## src/rtl/stream_pkg.sv

```systemverilog
// Shared stream definitions: default widths and the held-word record that
// the packet FIFO carries unchanged as its PACKET_T.
package stream_pkg;

    localparam int DEFAULT_IN_W  = 32;
    localparam int DEFAULT_OUT_W = 8;
    localparam int DEFAULT_RATIO = DEFAULT_IN_W / DEFAULT_OUT_W;
    localparam int DEFAULT_BW    = $clog2(DEFAULT_RATIO);

    // Field order matches {in_data, in_last, in_beats} so a FIFO entry maps 1:1.
    typedef struct packed {
        logic [DEFAULT_IN_W-1:0] data;
        logic                    last;
        logic [DEFAULT_BW-1:0]   end_idx;
    } hold_t;

    function automatic int beat_width(input int in_w, input int out_w);
        int ratio;
        ratio = in_w / out_w;
        return (ratio > 1) ? $clog2(ratio) : 1;
    endfunction

endpackage

```

## src/rtl/word_unpacker_if.sv

```systemverilog
// Word-in / beat-out handshake bundle for the width-down converter.
interface word_unpacker_if
    import stream_pkg::*;
#(
    parameter int IN_W  = DEFAULT_IN_W,
    parameter int OUT_W = DEFAULT_OUT_W
) ();

    localparam int BW = beat_width(IN_W, OUT_W);

    logic             in_valid;
    logic             in_ready;
    logic [IN_W-1:0]  in_data;
    logic             in_last;
    logic [BW-1:0]    in_beats;
    logic             out_valid;
    logic             out_ready;
    logic [OUT_W-1:0] out_data;
    logic             out_last;

    modport slave (
        input  in_valid, in_data, in_last, in_beats, out_ready,
        output in_ready, out_valid, out_data, out_last
    );

    modport master (
        output in_valid, in_data, in_last, in_beats, out_ready,
        input  in_ready, out_valid, out_data, out_last
    );

endinterface

```

## src/rtl/word_unpacker.sv

```systemverilog
// Width-down converter: takes full words (optionally partial) and emits them
// lowest beat first, tagging the final beat of a packet with out_last.
module word_unpacker
    import stream_pkg::*;
#(
    parameter int IN_W  = DEFAULT_IN_W,
    parameter int OUT_W = DEFAULT_OUT_W
) (
    input logic            clock,
    input logic            reset,
    word_unpacker_if.slave bus
);

    localparam int RATIO = IN_W / OUT_W;
    localparam int BW    = beat_width(IN_W, OUT_W);

    if (RATIO < 2 || (IN_W % OUT_W) != 0) begin : g_bad_ratio
        $error("word_unpacker: IN_W must be a multiple of OUT_W with ratio >= 2");
    end

    localparam logic [0:0] IDLE = 1'b0;
    localparam logic [0:0] SEND = 1'b1;

    typedef struct packed {
        logic [IN_W-1:0] data;
        logic            last;
        logic [BW-1:0]   end_idx;
    } hold_rec_t;

    logic [0:0]     state;
    logic [0:0]     state_next;
    hold_rec_t      hold;
    logic [BW-1:0]  idx;
    logic           valid;
    logic           ready;
    logic           accept;
    logic           beat_xfer;
    logic           last_beat;

    always_comb begin
        valid     = (state == SEND);
        last_beat = (idx == hold.end_idx);
        beat_xfer = valid && bus.out_ready;
        // A word can be replaced in the same cycle its final beat leaves,
        // which is what lets single-beat words stream at full rate.
        ready     = (state == IDLE) || (beat_xfer && last_beat);
        accept    = bus.in_valid && ready;

        state_next = state;
        if (accept) begin
            state_next = SEND;
        end else if (beat_xfer && last_beat) begin
            state_next = IDLE;
        end
    end

    assign bus.out_valid = valid;
    assign bus.in_ready  = ready;
    assign bus.out_data  = hold.data[idx*OUT_W +: OUT_W];
    assign bus.out_last  = valid && hold.last && last_beat;

    always_ff @(posedge clock) begin
        if (reset) begin
            state <= IDLE;
            idx   <= '0;
            hold  <= '0;
        end else begin
            state <= state_next;
            if (accept) begin
                hold.data    <= bus.in_data;
                hold.last    <= bus.in_last;
                hold.end_idx <= bus.in_beats;
                idx          <= '0;
            end else if (beat_xfer && !last_beat) begin
                idx <= idx + 1'b1;
            end
        end
    end

endmodule

```

## src/flat_wrapper.sv

```systemverilog
// flat-port wrapper written by rule: the top's interface ports become plain ports
module word_unpacker_flat import stream_pkg::*;
#(
    parameter int IN_W  = DEFAULT_IN_W,
    parameter int OUT_W = DEFAULT_OUT_W
)
  (clock, reset, bus_in_valid, bus_in_data, bus_in_last, bus_in_beats, bus_out_ready, bus_in_ready, bus_out_valid, bus_out_data, bus_out_last);
  word_unpacker_if #(.IN_W(IN_W), .OUT_W(OUT_W)) bus_i ();
  input logic clock;
  input logic reset;
  input wire logic [$bits(bus_i.in_valid)-1:0] bus_in_valid;
  input wire logic [$bits(bus_i.in_data)-1:0] bus_in_data;
  input wire logic [$bits(bus_i.in_last)-1:0] bus_in_last;
  input wire logic [$bits(bus_i.in_beats)-1:0] bus_in_beats;
  input wire logic [$bits(bus_i.out_ready)-1:0] bus_out_ready;
  output wire logic [$bits(bus_i.in_ready)-1:0] bus_in_ready;
  output wire logic [$bits(bus_i.out_valid)-1:0] bus_out_valid;
  output wire logic [$bits(bus_i.out_data)-1:0] bus_out_data;
  output wire logic [$bits(bus_i.out_last)-1:0] bus_out_last;
  assign bus_i.in_valid = bus_in_valid;
  assign bus_i.in_data = bus_in_data;
  assign bus_i.in_last = bus_in_last;
  assign bus_i.in_beats = bus_in_beats;
  assign bus_i.out_ready = bus_out_ready;
  assign bus_in_ready = bus_i.in_ready;
  assign bus_out_valid = bus_i.out_valid;
  assign bus_out_data = bus_i.out_data;
  assign bus_out_last = bus_i.out_last;
  word_unpacker #(.IN_W(IN_W), .OUT_W(OUT_W)) u_core (.clock(clock), .reset(reset), .bus(bus_i));
endmodule
```

## config.mk

```make
export PLATFORM = sky130hd
export DESIGN_NAME = word_unpacker_flat
export DESIGN_NICKNAME = d
export VERILOG_FILES = /design/src/rtl/stream_pkg.sv /design/src/rtl/word_unpacker_if.sv /design/src/rtl/word_unpacker.sv /design/src/flat_wrapper.sv
export SDC_FILE = /design/constraint.sdc
export NUM_CORES = 1
export LEC_CHECK = 0
export CAP_MARGIN = 5
export CORE_ASPECT_RATIO = 1.4
export CORE_UTILIZATION = 51
export CTS_CLUSTER_SIZE = 8
export DETAILED_ROUTE_END_ITERATION = 7
export PLACE_DENSITY = 0.89
export SLEW_MARGIN = 20
export SYNTH_ARGS = -nofsm -noshare
export SYNTH_HDL_FRONTEND = slang
export SYNTH_SLANG_ARGS = --single-unit
```

## constraint.sdc

```tcl
create_clock -name clock -period 4 [get_ports clock]
set_input_delay 0.8 -clock clock [delete_from_list [all_inputs] [get_ports clock]]
set_output_delay 0.8 -clock clock [all_outputs]
set_load 0.02 [all_outputs]
```

# == Yosys cells after proc, flatten, opt, wreduce, memory -nomap -nowiden ==
# Cells that the tools add are included.
# classes
shift,1
add_sub_neg,1
n_bitwise,1
eq_ne,1
reduce_logical,10
muxes,2
# ops
op,n
$shiftx 32x6->8,1
$logic_and 1x1->1,6
$add 2x1->2 const B,1
$eq 2x2->1,1
$mux 1,2
$reduce_bool 2->1,1
$reduce_or 2->1,1
$logic_not 1->1,1
$logic_or 1x1->1,1
$not 1->1,1
# word_totals
inputBits,39
out_inout_bits,11
regBits,38
word_cells,21

# == Logic depth before layout (Yosys ltp) ==
# logic_depth
ltp_word,5
mapped_depth,6
ltp_nobuf,4

# == Worst setup path after synthesis ==
# Ideal clock, no wire load.
# synth_path
kind,input to output
start,in bus_out_ready
end,out bus_in_ready
arrival_ps,1415
cell_stages,2
path_buffers,0
t_required_ps,3200
path_slack_ps,1785
cell_sequence,or3b_2 nand2_1
# synth_between
elab_chain_cells,3
# synth_lines
item,line,text
"start, declared",flat_wrapper.sv:15,input wire logic [$bits(bus_i.out_ready)-1:0] bus_out_ready;
$logic_and 1x1->1,word_unpacker.sv:43,beat_xfer = valid && bus.out_ready;
$logic_and 1x1->1,word_unpacker.sv:46,ready = (state == IDLE) || (beat_xfer && last_beat);
$logic_or 1x1->1,word_unpacker.sv:46,
"end, declared",flat_wrapper.sv:16,output wire logic [$bits(bus_i.in_ready)-1:0] bus_in_ready;
# Every way passes these cells.

# == Worst setup path in the final report ==
# Ends and elaborated chain as after synthesis.

==> metrics.cfg <==
[synth]
syn-num-nets = 227
yosys_warnings = 0
seq_area_frac_synth_pct = 41.5
ys_ff_latch = 38
synthCells = 188
synthDistinctLibCells = 23
syn-mean-instance-area_um2 = 9.76
syn_area_um2 = 1830

[floorplanning]
ios = 50
die_x_um = 52.7
dieArea_um2 = 3840
num_rows = 25
die_h_um = 73.0
initial_core_util_pct = 53.8
core_area_um2 = 3410

[drt]
drc_errors = 0
num_vias = 1446
drt_iter0_markers = 52
drt_wl_total_um = 3680
wl_per_cell_um = 13.5
drtAntennaViolNets = 0
first_pass_iters = 4
via_per_inst = 5.30

[clock_network]
clock_latency_ps = 290
cts_inserted_buffers = 5
cts_root_buf = clkbuf_8
cts_tree = built
cts_buffer_depth = 2
post_cts_buffers = 0
postCtsHoldBufs = 0
cts_max_level = 2
cts_sinks = 38
cts-resized-gates = 0
cts.clk_slew.worst_paths_ps = 70

[final_layout]
stdcell_area_um2 = 2350
final_cell_mix = nand2_1, clkdlybuf4s50_1, dfxtp_1
nets = 273
layout-drive-gt1-share_pct = 32.2
antenna_cells = 0
final_common_cell = nand2_1
synthToLayoutAreaGrowth_pct = 28.2

[grt]
antenna_found_initial = 0
grt_pass1_wl_um = 6200
grt_max_degree = 39
grt_pass1_vias = 1372
gr-total-overflow = 0
gr-usage-all-layers_pct = 22.4

[power]
p_leak_uw = 0.000822
p_int_uw = 622
clock_power_share_pct = 30.1
swShare_pct = 26.7
pwr-share-seq_pct = 49.9
power.density_nw_per_um2 = 361
comb_power_share_pct = 20.0
peakVddDrop_uv = 269
switchingPower_uw = 227

[job]
maxCapViolCount = 0

[worst_setup_path]
critPathKind = in -> out
cp_slowest_cell = clkdlybuf4s50_1
critPathMaxFanout = 4
critPathArrivalTime_ps = 2460
cp_cell_sequence = clkdlybuf4s50_1, or3b_2, nand2_1, clkdlybuf4s50_1
worst_path_most_repeated_cell = clkdlybuf4s50_1
worstSetupStartpointType = primary input
required_ps = 3200
slowest_delay_ps = 590
critPathCaptureType = output pin

[timing]
rsz0062_at_grt = no
setup_viol = 0
skew_ps = 4.58
hold_slack_ps = 452
period_share_pct = 81.5
hold_viol = 0
fmax_mhz = 307
worst_slew_pin_slew_ps = 993
min_period_ps = 3260
slew_headroom_pct = 33.8
slew_viol_final = 0
fin_tns_setup_ps = 0

[min_path]
min_path_type = reg -> reg

[outcome]
outcome = finished, final reports clean

[placement]
dpl_cell_area_um2 = 2270
io_buffers = 49
hpwlAfterDp_um = 2550
globalplace.congestion = 0.741

[cell usage after synthesis (all sizes together)]
cell type	number	area share [%]
a21oi	37	16
xor2	2	1.8
nand2	77	19
a211oi	1	0.41
nor2	2	0.41
or3b	1	0.48
o22ai	1	0.34
nand3	1	0.27
inv	1	0.20
dfxtp	38	41
a211o	1	0.48
nor3	2	0.55
o31a	1	0.48
clkbuf	4	0.82
buf	9	6.0
mux4	8	9.8
o31ai	1	1.2
nand2b	1	0.34
[power groups by stage]
stage	combinational [µW]	sequential, µW	clock (µW)
3_5_place_dp	170	432	0
6_report	170	423	256
3_3_place_gp	168	430	0
5_1_grt	185	427	280
4_1_cts	171	423	264
2_1_floorplan	122	428	0
[worst max-delay path: cells and delay by family]
kind          cells  cell delay [ps]
buf+inv           2             1100
simple gates      2              550
[layer usage]
layer | up-vias | global-route usage (%) | part of all wire (%)
li1 | 719 | - | -
met1 | 675 | 28.7 | 41
met2 | 43 | 35.0 | 52
met3 | 9 | 5.63 | 4.9
met4 | 0 | 10.5 | 2.4
met5 | - | 0 | 0
[worst paths after layout]
| kind | depth (start not counted) | slack, ps | to | startpoint |
|---|---|---|---|---|
| setup / recovery | 4 | 740 | bus_in_ready | bus_out_ready |
| hold / removal | 2 | 450 | u_core.hold[17] | u_core.hold[17] |
| setup reg to reg | 5 | 1970 | u_core.hold[31] | u_core.idx[0] |
| hold reg to reg | 2 | 450 | u_core.hold[17] | u_core.hold[17] |
[stage by stage]
stage / power [µW] / setup slack, ps / std cells / util [%]
floorplan: 549 / 1790 / 188 / -
global placement: 598 / 766 / 267 / 66.5
detailed placement: 602 / 738 / 267 / 66.5
CTS: 858 / 738 / 273 / 69.0
global route: 892 / 668 / 273 / 69.0
finish: 849 / 739 / 273 / 69.0
[cells by family after synthesis]
logic type / share of synthesized area [%]
simple gates: 20.8
compound gates: 19.1
flops: 41.5
buf+inv: 7.03
mux: 9.82
xor+xnor: 1.77
[layout make-up]
cell class / instances / area [µm²]
Timing Repair Buffer: 52 / 508
Inverter: 1 / 3.75
Tap cell: 40 / 50.0
Clock buffer: 6 / 82.6
Multi-Input combinational cell: 136 / 946
Sequential cell: 38 / 761
Fill cell: 266 / 1060
[state kept, by name, summed over array words and instances, names as in the netlist]
register,flops
u_core.idx,2
u_core.bus.out_valid,1
u_core.hold,35
Power figures use the tool's default switching activity.
